==> src/rtl/ram_ctrl_pkg.sv <==
`default_nettype none
// ram_ctrl_pkg: shared types and default sizes for the RAM burst controller.
// Rev 1.0
package ram_ctrl_pkg;

  localparam int ADDR_W_DEFAULT = 6;
  localparam int DATA_W_DEFAULT = 8;

  typedef enum logic [1:0] {
    IDLE  = 2'd0,
    WRITE = 2'd1,
    PRIME = 2'd2,
    READ  = 2'd3
  } state_e;

endpackage
`default_nettype wire

==> src/rtl/ram_burst_ctrl.sv <==
`default_nettype none
// ram_burst_ctrl: streams write/read bursts between valid/ready ports and a single-port RAM.
// Rev 1.0
module ram_burst_ctrl
  import ram_ctrl_pkg::*;
#(
  parameter int ADDR_W = ADDR_W_DEFAULT,
  parameter int DATA_W = DATA_W_DEFAULT
) (
  input  logic              clock,
  input  logic              rst_n,
  input  logic              cmd_valid,
  output logic              cmd_ready,
  input  logic              cmd_write,
  input  logic [ADDR_W-1:0] cmd_base,
  input  logic [ADDR_W-1:0] cmd_len,
  input  logic [DATA_W-1:0] wr_data,
  input  logic              wr_valid,
  output logic              wr_ready,
  output logic [DATA_W-1:0] rd_data,
  output logic              rd_valid,
  input  logic              rd_ready,
  output logic              done,
  output logic [DATA_W-1:0] ram_data,
  output logic [ADDR_W-1:0] ram_addr,
  output logic              ram_we,
  input  logic [DATA_W-1:0] ram_q
);

  localparam logic [ADDR_W-1:0] ADDR_ONE = ADDR_W'(1);

  state_e            state_q, state_d;
  logic [ADDR_W-1:0] ptr_q, ptr_d;
  logic [ADDR_W-1:0] cnt_q, cnt_d;
  logic              done_q, done_d;
  logic              cmd_ready_q, cmd_ready_d;
  logic [ADDR_W-1:0] ptr_inc;

  assign ptr_inc = ptr_q + ADDR_ONE;

  always_comb begin
    state_d = state_q;
    ptr_d   = ptr_q;
    cnt_d   = cnt_q;
    done_d  = 1'b0;
    case (state_q)
      IDLE: begin
        if (cmd_valid && cmd_ready_q) begin
          ptr_d   = cmd_base;
          cnt_d   = cmd_len;
          state_d = cmd_write ? WRITE : PRIME;
        end
      end
      WRITE: begin
        if (wr_valid) begin
          ptr_d = ptr_inc;
          cnt_d = cnt_q - ADDR_ONE;
          if (cnt_q == '0) begin
            state_d = IDLE;
            done_d  = 1'b1;
          end
        end
      end
      PRIME: begin
        state_d = READ;
      end
      READ: begin
        if (rd_ready) begin
          ptr_d = ptr_inc;
          cnt_d = cnt_q - ADDR_ONE;
          if (cnt_q == '0) begin
            state_d = IDLE;
            done_d  = 1'b1;
          end
        end
      end
      default: begin
        state_d = IDLE;
      end
    endcase
    // The done cycle sits in IDLE but must refuse a new command.
    cmd_ready_d = (state_d == IDLE) && !done_d;
  end

  always_ff @(posedge clock or negedge rst_n) begin
    if (!rst_n) begin
      state_q     <= IDLE;
      ptr_q       <= '0;
      cnt_q       <= '0;
      done_q      <= 1'b0;
      cmd_ready_q <= 1'b0;
    end else begin
      state_q     <= state_d;
      ptr_q       <= ptr_d;
      cnt_q       <= cnt_d;
      done_q      <= done_d;
      cmd_ready_q <= cmd_ready_d;
    end
  end

  assign done      = done_q;
  assign cmd_ready = cmd_ready_q;

  always_comb begin
    wr_ready = 1'b0;
    rd_valid = 1'b0;
    rd_data  = '0;
    ram_we   = 1'b0;
    ram_addr = '0;
    ram_data = '0;
    case (state_q)
      WRITE: begin
        wr_ready = 1'b1;
        ram_addr = ptr_q;
        ram_data = wr_data;
        ram_we   = wr_valid;
      end
      PRIME: begin
        ram_addr = ptr_q;
      end
      READ: begin
        rd_valid = 1'b1;
        rd_data  = ram_q;
        // Look ahead on a handshake; a stall re-reads the current word so rd_data holds.
        ram_addr = rd_ready ? ptr_inc : ptr_q;
      end
      default: begin
        ram_addr = '0;
      end
    endcase
  end

endmodule
`default_nettype wire

==> config.mk <==
export PLATFORM = sky130hd
export DESIGN_NAME = ram_burst_ctrl
export DESIGN_NICKNAME = d
export VERILOG_FILES = /design/src/rtl/ram_ctrl_pkg.sv /design/src/rtl/ram_burst_ctrl.sv
export SDC_FILE = /design/constraint.sdc
export NUM_CORES = 1
export LEC_CHECK = 0
export ABC_AREA = 0
export CAP_MARGIN = 5
export CORE_MARGIN = 3
export CORE_UTILIZATION = 32
export DETAILED_ROUTE_END_ITERATION = 10
export GPL_TIMING_DRIVEN = 0
export PLACE_DENSITY = 0.75
export RECOVER_POWER = 25
export SYNTH_ARGS = -nofsm -noshare
export SYNTH_HDL_FRONTEND = slang
export SYNTH_SLANG_ARGS = --single-unit
==> constraint.sdc <==
create_clock -name clock -period 1.6 [get_ports clock]
set_input_delay 0.32 -clock clock [delete_from_list [all_inputs] [get_ports clock]]
set_output_delay 0.32 -clock clock [all_outputs]
set_load 0.1 [all_outputs]
Word level (Yosys, flattened, before mapping)
Index checks and enable logic that the tools add are counted.
{ "word_totals": {"reg_bits": 16, "inputBits": 34, "out_inout_bits": 27} }
{ "classes": {"add_sub_neg": 2, "eq_ne": 6, "mux": 24, "reduce_logical": 10} }
{ "ops": {"columns": ["op", "count"], "rows": [
  ["$mux W6", 6],
  ["$pmux W6 S3", 2],
  ["$mux W8", 2],
  ["$pmux W6 S2", 1],
  ["$mux W2", 5],
  ["$pmux W2 S4", 1],
  ["$add A6 B1 Y6 const B", 1],
  ["$logic_not A6 Y1", 1],
  ["$mux W1", 6],
  ["$ne A2 B2 Y1 const B", 3],
  ["$sub A6 B1 Y6 const B", 1],
  ["$eq A2 B2 Y1 const B", 2],
  ["$logic_not A2 Y1", 2],
  ["$reduce_and A4 Y1", 1],
  ["$reduce_and A3 Y1", 1],
  ["$reduce_bool A3 Y1", 1],
  ["$eq A2 B1 Y1 const B", 1],
  ["$logic_and A1 B1 Y1", 2],
  ["$pmux W1 S2", 1],
  ["$reduce_or A2 Y1", 1],
  ["$logic_not A1 Y1", 1]
]} }

Logic depth before layout (Yosys ltp)
{ "logic_depth": {"word_depth": 6, "ltp_mapped": 8, "ltp_nobuf": 6} }

Least setup slack after synthesis
No wires, ideal clock.
{ "synth_timing": {"path_kind": "flip-flop to output port", "start": "reg state_q[1]", "end": "out ram_addr[5]", "arrival_time_ns": 3.322, "path_slack_ns": -2.042, "path_stages_with_launch": 6, "path_buffers": 2, "path_cell_list": "dfrtp_1 -> ha_1 -> buf_2 -> clkbuf_1 -> o31ai_1 -> a21oi_1"} }
{ "synth_via": {"elab_chain_len": 3, "elab_cells_between_ends": 5} }
{ "synth_lines": {"columns": ["element", "line", "source"], "rows": [
  ["from (decl)", "ram_burst_ctrl.sv:32", "state_e state_q, state_d;"],
  ["from (signal assigned)", "ram_burst_ctrl.sv:93", "state_q <= state_d;"],
  ["$eq A2 B2 Y1 / $eq A2 B1 Y1 (equally long branches)", "ram_burst_ctrl.sv:111", "case (state_q)"],
  ["$reduce_or A2 Y1 (no line)", null, null],
  ["$pmux W6 S2 *", "ram_burst_ctrl.sv:111", null],
  ["to (decl)", "ram_burst_ctrl.sv:25", "output logic [ADDR_W-1:0] ram_addr,"]
]} }
Mark *: on every way between the ends. The rest lies on a longest branch, timed or not.

Final worst setup path
{ "layout_timing": {"start": "reg ptr_q[1]", "end": "out ram_addr[4]"} }
{ "layout_via": {"elab_chain_len": 3} }
{ "layout_lines": {"columns": ["element", "line", "source"], "rows": [
  ["from (decl)", "ram_burst_ctrl.sv:33", "logic [ADDR_W-1:0] ptr_q, ptr_d;"],
  ["from (signal assigned)", "ram_burst_ctrl.sv:94", "ptr_q <= ptr_d;"],
  ["$add A6 B1 Y6", "ram_burst_ctrl.sv:39", "assign ptr_inc = ptr_q + ADDR_ONE;"],
  ["$mux W6", null, null],
  ["$pmux W6 S2", "ram_burst_ctrl.sv:111", null]
]} }
No other way between the ends.

==> qor.yml <==
clocking:
  clockBufferDepth: 2
  cts_buffers: 3
  cts_sinks: 16
  cts_tree: "yes"
  insertion_delay_ns: 0.26
  ctsHoldBuffers: 0
  cts.reportedPaths.clkPinSlew_ns: 0.08
  cts-root-buf: "clkbuf_8"
  h-tree-depth: 1
cells_and_area:
  final_common_cell: "buf_4"
  syn_to_final_growth_pct: 129
  layoutNonFillerInstCount: 344
  antennaDiodeCount: 0
  layout_common_cells: "buf_4, clkdlybuf4s50_1, buf_12"
  layout-drive-gt1-share_pct: 63.7
  nets: 335
yosys:
  synth_area_um2: 1510
  ys_warn_count: 0
  synth_flop_cell: "dfrtp_1"
  ys_async_sr_fraction_pct: 100
  syn_inst: 180
  yosysSeqAreaShare_pct: 26.5
  synth_cell_type_count: 54
  synth_top_area_share_pct: 26.5
  synth-edff-count: 0
  syn-num-nets: 222
  ys_seq_elements: 16
  netlist_top_cells_area: "dfrtp_1, and2_1, ha_1"
  synth_largest_area_cell: "dfrtp_1"
  avgSynthCellArea_um2: 8.40
sta:
  slew_headroom_pct: 44.6
  drv_slew: 0
  post-route-min-period_ns: 2.00
  finClkSkew_ns: 0.00304
  setup_ws_ns: -0.398
  finalCritPeriodShare_pct: 125
  rsz0062_at_grt: "true"
  setup_tns_ns: -8.86
  worstMarginPinSlew_ns: 0.828
  setup_violations: 41
  final_hold_viol_count: 0
  max_freq_mhz: 501
detailed_routing:
  vias_per_cell: 5.70
  drt_iter0_markers: 117
  ant_nets: 0
  drc: 0
  firstDrtPassIters: 4
  detail_route.wl_per_cell_um: 20.5
  vias: 1961
  wirelength_um: 7060
die:
  ios: 61
  die_y_um: 74.7
  core_um2: 4440
  die_area_um2: 5580
  start_util_pct: 34.0
  rows: 24
  fp.dieW_um: 74.7
worst_setup_path:
  worst_ep_required_time_ns: 1.28
  end_kind: "output port"
  r2r_start: "state_q[0]"
  rrSetupSlack_ns: -0.25
  cp_max_fo: 5
  ff2ff_path_depth: 9
  timing.rr.end: "ptr_q[3]"
  critical_path_class: "flip-flop to output port"
  worstPathArrival_ns: 1.68
  crit_path_start_kind: "flip-flop"
place:
  place_congestion: 0.811
  placed_cells: 292
  hpwl_um: 3300
  io_buffer_count: 60
  post-place-ws_ns: -1.55
global_routing:
  grt_max_degree: 17
  antenna_found_initial: 0
  grt_util_all_layers_pct: 22.1
  first_global_vias: 1915
  grt_pass1_wl_um: 9420
  overflow: 0
hold_path:
  worstHoldStart: "cnt_q[1]"
  hold_depth: 1
  worstHoldEndpoint: "cnt_q[1]"
  worstHoldPathType: "flip-flop to flip-flop"
job:
  drv_cap: 0
run_status:
  failed_checks: "negative setup slack"
  status: "finished with violations"
==> registers in the layout, indices dropped and copies added, names as in the netlist <==
register   cells
done           1
state_q        2
cnt_q          6
ptr_q          6
cmd_ready      1
==> per-layer routing <==
metal	track usage [%]	up-vias	part of all wire, %
li1	-	881	-
met1	26.4	967	39
met2	40.9	97	53
met3	3.20	16	6.3
met4	6.72	0	1.7
met5	0	-	0
==> synthesized netlist by cell type (2+ instances only) <==
cell,n
a31oi_1,6
nand2_1,10
or2_2,2
buf_2,6
o21ai_0,10
and2_1,17
nor2b_1,4
a22oi_1,6
dfrtp_1,16
nand3_1,3
a2bb2oi_1,2
a21oi_1,10
nand2b_1,3
o221ai_1,2
a31o_1,2
xnor2_1,4
and4_1,2
nor2_1,17
clkbuf_1,2
ha_1,8
inv_1,11
nand4_1,2
buf_4,2
and3b_1,2
a311oi_1,2
==> layout make-up <==
| cell class | count | area [µm²] |
|---|---|---|
| sequential | 16 | 408 |
| buffer | 11 | 160 |
| timing repair buffer | 108 | 1280 |
| inverter | 11 | 57.6 |
| multi-input combinational | 142 | 1430 |
| tap | 52 | 65.1 |
| fill | 252 | 990 |
| clock buffer | 4 | 55.1 |
==> how the worst max path moves through the flow <==
stage	from	to	slack [ns]	depth (start not counted)
3_3_place_gp	rd_ready	ram_addr[4]	-1.55	7
6_report	ptr_q[1]	ram_addr[4]	-0.40	6
3_5_place_dp	rd_ready	ram_addr[4]	-1.55	7
2_1_floorplan	state_q[1]	ram_addr[5]	-0.44	5
5_1_grt	ptr_q[1]	ram_addr[4]	-0.41	6
4_1_cts	state_q[0]	ram_addr[5]	-0.32	6
==> worst max-delay path, cell delays in order, from the launching register on <==
cell and delay [ns]:
dfrtp_2 0.43, ha_4 0.18, nand4_1 0.13, xnor2_1 0.20, nand2_1 0.13, a21oi_4 0.17
buf_12 0.19
==> stage by stage <==
step / area (µm²) / util (%) / hold slack [ns]
floorplan: 1700 / - / 0.0244
global placement: 2360 / 53.2 / 0.506
detailed placement: 2360 / 53.2 / 0.509
CTS: 3170 / 71.3 / 0.525
global route: 3450 / 77.7 / 0.567
finish: 3450 / 77.7 / 0.549
==> cell families after synthesis <==
family	count (synthesis)	synth area share [%]
AO/OA/AOI/OAI	54	26.7
XOR/XNOR	5	2.90
adder cells (fa/ha/maj)	8	6.62
buffers and inverters	22	6.95
flip-flops	16	26.5
multiplexers	2	1.41
AND/OR/NAND/NOR	73	29.0
==> repair_timing <==
item,4_1_cts,5_1_grt
pin swaps,20,23
gates resized for setup,301,52
gates cloned,6,0
endpoints found under the setup margin,42,39
setup buffers,21,22
Power is not shown: default switching activity piles up to over one toggle a cycle in this logic, so the estimate is an artifact.
